$ cat src/rtl/imm_encoder.sv
// imm_encoder: packs register fields and an immediate into a RISC-V instruction word behind a single ready/valid output register.
module imm_encoder #(
  parameter int WIDTH = 32
) (
  input  logic             clk,
  input  logic             rst_n,
  input  logic             in_valid,
  output logic             in_ready,
  input  logic [2:0]       fmt,
  input  logic [4:0]       rd,
  input  logic [4:0]       rs1,
  input  logic [4:0]       rs2,
  input  logic [2:0]       funct3,
  input  logic [6:0]       funct7,
  input  logic [WIDTH-1:0] imm,
  output logic             out_valid,
  input  logic             out_ready,
  output logic [WIDTH-1:0] instr_out,
  output logic             err_out,
  input  logic             cnt_clr,
  output logic [7:0]       err_cnt,
  output logic [15:0]      instr_cnt
);
  logic signed [31:0] w_simm;
  logic               w_shift;
  logic               w_in5;
  logic               w_in12;
  logic               w_in20;
  logic               w_acc;
  logic [6:0]         w_iop;
  logic [31:0]        w_instr;
  logic               w_err;
  logic               r_valid;
  logic [31:0]        r_instr;
  logic               r_err;
  logic [7:0]         r_err_cnt;
  logic [15:0]        r_instr_cnt;
  assign w_simm   = imm;
  assign w_shift  = fmt == 3'd0 && (funct3 == 3'd1 || funct3 == 3'd5);
  assign w_in5    = w_simm >= -16 && w_simm <= 15;
  assign w_in12   = w_simm >= -2048 && w_simm <= 2047;
  assign w_in20   = w_simm >= -524288 && w_simm <= 524287;
  assign w_iop    = fmt == 3'd0 ? 7'b0010011 : fmt == 3'd1 ? 7'b0000011 : 7'b1100111;
  assign in_ready = !r_valid || out_ready;
  assign w_acc    = in_valid && in_ready;
  always_comb begin
    w_instr = 32'h0000_0013;
    w_err   = 1'b1;
    case (fmt)
      3'd0, 3'd1, 3'd5: begin
        w_instr = w_shift ? {funct7, imm[4:0], rs1, funct3, rd, w_iop} : {imm[11:0], rs1, funct3, rd, w_iop};
        w_err   = w_shift ? !w_in5 : !w_in12;
      end
      3'd2: begin
        w_instr = {imm[11:5], rs2, rs1, funct3, imm[4:0], 7'b0100011};
        w_err   = !w_in12;
      end
      3'd3: begin
        w_instr = {imm[11], imm[9:4], rs2, rs1, funct3, imm[3:0], imm[10], 7'b1100011};
        w_err   = funct3[2:1] == 2'b11 ? imm > 32'd4095 : !w_in12;
      end
      3'd4: begin
        w_instr = {imm[19], imm[9:0], imm[10], imm[18:11], rd, 7'b1101111};
        w_err   = !w_in20;
      end
      default: ;
    endcase
  end
  always_ff @(posedge clk or negedge rst_n) begin
    if (!rst_n) begin
      r_valid <= 1'b0;
      r_instr <= '0;
      r_err   <= 1'b0;
    end else if (w_acc) begin
      r_valid <= 1'b1;
      r_instr <= w_instr;
      r_err   <= w_err;
    end else if (out_ready) begin
      r_valid <= 1'b0;
    end
  end
  always_ff @(posedge clk or negedge rst_n) begin
    if (!rst_n) begin
      r_instr_cnt <= '0;
      r_err_cnt   <= '0;
    end else if (cnt_clr) begin
      r_instr_cnt <= {15'd0, w_acc};
      r_err_cnt   <= {7'd0, w_acc && w_err};
    end else if (w_acc) begin
      r_instr_cnt <= r_instr_cnt + 16'd1;
      r_err_cnt   <= w_err && r_err_cnt != 8'hFF ? r_err_cnt + 8'd1 : r_err_cnt;
    end
  end
  assign out_valid = r_valid;
  assign instr_out = r_instr;
  assign err_out   = r_err;
  assign err_cnt   = r_err_cnt;
  assign instr_cnt = r_instr_cnt;
endmodule

$ cat config.mk
export PLATFORM = sky130hd
export DESIGN_NAME = imm_encoder
export DESIGN_NICKNAME = d
export VERILOG_FILES = /design/src/rtl/imm_encoder.sv
export SDC_FILE = /design/constraint.sdc
export NUM_CORES = 1
export LEC_CHECK = 0
export CAP_MARGIN = 20
export CORE_UTILIZATION = 45
export CTS_CLUSTER_SIZE = 14
export DETAILED_ROUTE_END_ITERATION = 16
export PLACE_DENSITY = 0.82
export SLEW_MARGIN = 20
export SYNTH_ARGS = -nofsm -noshare
export SYNTH_HDL_FRONTEND = slang
export SYNTH_SLANG_ARGS = --single-unit
$ cat constraint.sdc
create_clock -name clk -period 2.25 [get_ports clk]
set_input_delay 0.3375 -clock clk [delete_from_list [all_inputs] [get_ports clk]]
set_output_delay 0.3375 -clock clk [all_outputs]
set_load 0.05 [all_outputs]
==> results.toml <==
[run_status]
status = "finished, final reports clean"

[detailed_routing]
vias = 3458
drtPass1Iterations = 6
drt_iter0_drc = 174
wl_met1_um = 4140
met3_wirelength_um = 585
ant_nets = 0
drc = 0
routed_via_density = 5.59
met2_length_um = 4950
drt-total-wl_um = 9940
top_layer = "met4"
wl_per_cell_um = 16.1

[finish]
fill_cells = 511
syn_to_final_growth_pct = 58.8
seq_area_um2 = 1430
antenna_cells = 0
fin_nets = 585
drive_gt1_frac = 0.170
multiInputGateArea_um2 = 1710

[worst_setup_path]
crit_required_ns = 2.46
max_stage_delay_ns = 0.45
reg2reg_depth = 5
cp_top_family = "simple AND/OR/NAND/NOR gates"
end_kind = "flip-flop"
crit_chain = "clkdlybuf4s50_1 > nor4_2 > and4_4 > nand3_2 > o2111ai_2 > and3_4 > nor4_2 > mux2_4"
critical_path_class = "in2reg"
r2r-start = "err_cnt[0]"
r2r_slack_ns = 0.25
cp_slowest_cell = "clkdlybuf4s50_1"
crit_top_cell = "nor4_2"
crit_arrival_ns = 2.43
startpoint_type = "primary input"
crit_buf_inv = 1
reg2reg_to = "err_cnt[4]"
path_max_fanout = 5

[power_and_ir_drop]
peakVddDrop_mv = 0.393
p_per_area_nw_per_um2 = 628
power_leakage_nw = 2.16
power.total_w = 0.00327

[logic_synthesis]
synth_edf_count = 0
ys.warnings.count = 0
synthArstFlopShare = 1.00
synth_cell_type_count = 50
synth.area.top_cells = "dfrtp_1 44%, nor2_1 4.0%, o221ai_1 3.5%"
synth_ff_type = "dfrtp_1"
synth_area_um2 = 3270
synth_top_area_frac = 0.436
synth_area_per_cell_um2 = 9.22
netlist_instances = 355
yosysSeqAreaShare = 0.436
ys_ff_latch = 57
synth_top_cell_by_area = "dfrtp_1"
syn-num-nets = 422

[timing]
min_period_ns = 2.22
maxSlewViolCount = 0
fmax_mhz = 450
hold_viol_final = 0
setup_viol = 0
tightest_slew_ns = 0.597
worst_slack_ns = 0.0269
clock_skew_ns = 0.0122
layout_worst_path_cycle_share = 0.988
slew_headroom = 0.601

[hold_path]
min_to = "instr_out[29]"
hp-start = "instr_out[29]"
hold_path_class = "reg2reg"
worstHoldPathCells = 2

[clocking]
numCtsBuffers = 9
clkTransAtPathRegs_ns = 0.07
clockBufferDepth = 2
cts_sinks = 57
clk_root_buffer_cell = "clkbuf_8"
cts_tree = "done"
htree_levels = 3
clock_latency_ns = 0.33

[grt]
gr-total-overflow = 0
grt_pass1_vias = 3355
grt_max_degree = 35
grtUsageTotal = 0.274
antenna_found_initial = 0
grt_first_pass_wirelength_um = 16200

[floorplan]
die_y_um = 87.3
die_w_um = 87.3
fp-row-count = 30
die_area_um2 = 7620
start_util = 0.474
io_pins = 124
fp.coreArea_um2 = 6910

[place]
dp_hpwl_um = 7350
io_buffers = 123
dp_slack_ns = -0.458
place.gp.congestion = 0.885

[run]
cap_violations = 0
==> through the flow <==
| stage | hold WS, ns | util | cell area [um^2] | setup TNS, ns | cells |
|---|---|---|---|---|---|
| 2_1_floorplan | 0.0419 | - | 3270 | 0 | 355 |
| 3_3_place_gp | 0.342 | 0.710 | 4910 | -2.90 | 600 |
| 3_5_place_dp | 0.343 | 0.710 | 4910 | -3.64 | 600 |
| 4_1_cts | 0.485 | 0.746 | 5150 | 0 | 618 |
| 5_1_grt | 0.513 | 0.753 | 5200 | -0.0932 | 619 |
| 6_report | 0.479 | 0.753 | 5200 | 0 | 619 |
==> state kept, by name, summed over array words and instances, names as in the netlist <==
signal / count
err_cnt: 8
err_out: 1
instr_cnt: 16
instr_out: 31
out_valid: 1
==> synthesized netlist by cell type (all sizes together) (2+ instances only) <==
cell,instances
dfrtp,57
nor2,35
nand2,29
o21ai,19
a21oi,16
clkbuf,16
inv,16
nand3,16
a22oi,13
o21a,13
o221ai,13
nand4,10
buf,8
xnor2,7
and3,6
mux2i,6
nand2b,6
o31ai,6
a221oi,5
a222oi,5
mux2,5
nor2b,5
nor4,5
nor3,4
or3,4
or4,4
xor2,4
a31oi,3
a211oi,2
a21o,2
and2,2
and4,2
ha,2
nand4b,2
o2111ai,2
==> worst max-delay path by stage <==
stage / start / end / slack (ns) / depth (start not counted)
6_report: imm[22] / err_cnt[6] / 0.03 / 8
5_1_grt: imm[22] / err_cnt[5] / -0.04 / 9
4_1_cts: imm[17] / err_cnt[6] / 0.003 / 8
3_5_place_dp: imm[17] / err_cnt[6] / -0.46 / 8
3_3_place_gp: imm[17] / err_cnt[6] / -0.40 / 8
2_1_floorplan: out_valid / instr_out[15] / 0.02 / 6
==> cells by family (layout without fill, tap and decap cells) <==
family | after synthesis | count (layout) | share of synthesized area
and+or+nand+nor | 131 | 131 | 0.211
DFF | 57 | 57 | 0.436
muxes | 11 | 11 | 0.0367
buffers and inverters | 40 | 208 | 0.0524
AOI/OAI and AO/OA | 103 | 103 | 0.227
adders and majority gates | 2 | 2 | 0.00764
xor gates and xnor gates | 11 | 11 | 0.0294
==> routing by layer <==
layer  vias to the layer above  GRT usage
met1                      1667      0.350
li1                       1651          -
met4                         0      0.115
met5                         -          0
met2                       119      0.452
met3                        21     0.0569
==> timing repair <==
action,CTS,global route
hold buffers,1,0
endpoints found under the hold margin,23,0
gates resized for setup,6,13
pin swaps,2,8
buffers inserted,1,1
endpoints found under the setup margin,7,8
==> final cells by class <==
cell class | instances | area share
multi-input cells | 258 | 0.329
repair buffers | 176 | 0.321
flip-flops and latches | 57 | 0.274
clock buffers | 11 | 0.0253
well taps | 96 | 0.0231
clock inverters | 5 | 0.0154
inverters | 16 | 0.0116
==> cell usage in the layout (no fill, tap or decap), types with 3 or more instances in the layout <==
cell type and n:
nor2b_1 4, and3_1 5, nand4_1 10, mux2_2 4, a21oi_1 15, a22oi_1 13
inv_1 16, clkbuf_8 9, xor2_1 4, buf_4 51, mux2i_1 6, dlymetal6s2s_1 8
o21a_1 13, or3_1 4, a221oi_1 5, o221ai_1 13, xnor2_1 7, a222oi_1 5
nand2_1 29, o21ai_0 18, dfrtp_1 57, nor2_1 35, nand2b_1 6, or4_1 3
nor3_1 3, o31ai_1 6, nand3_1 14, clkdlybuf4s50_1 112
==> worst min-delay path, stage by stage, from the launching register on <==
cell and delay, ns:
dfrtp_1 0.34, nand2_1 0.05, o21ai_0 0.06
==> power breakdown <==
part / leakage [nW] / switching [W] / internal, W
registers: 0.720 / 0.0000607 / 0.00112
logic: 1.34 / 0.000620 / 0.000424
clock network: 0.0995 / 0.000422 / 0.000623
total: 2.16 / 0.00110 / 0.00216
Power figures use the tool's default switching activity.
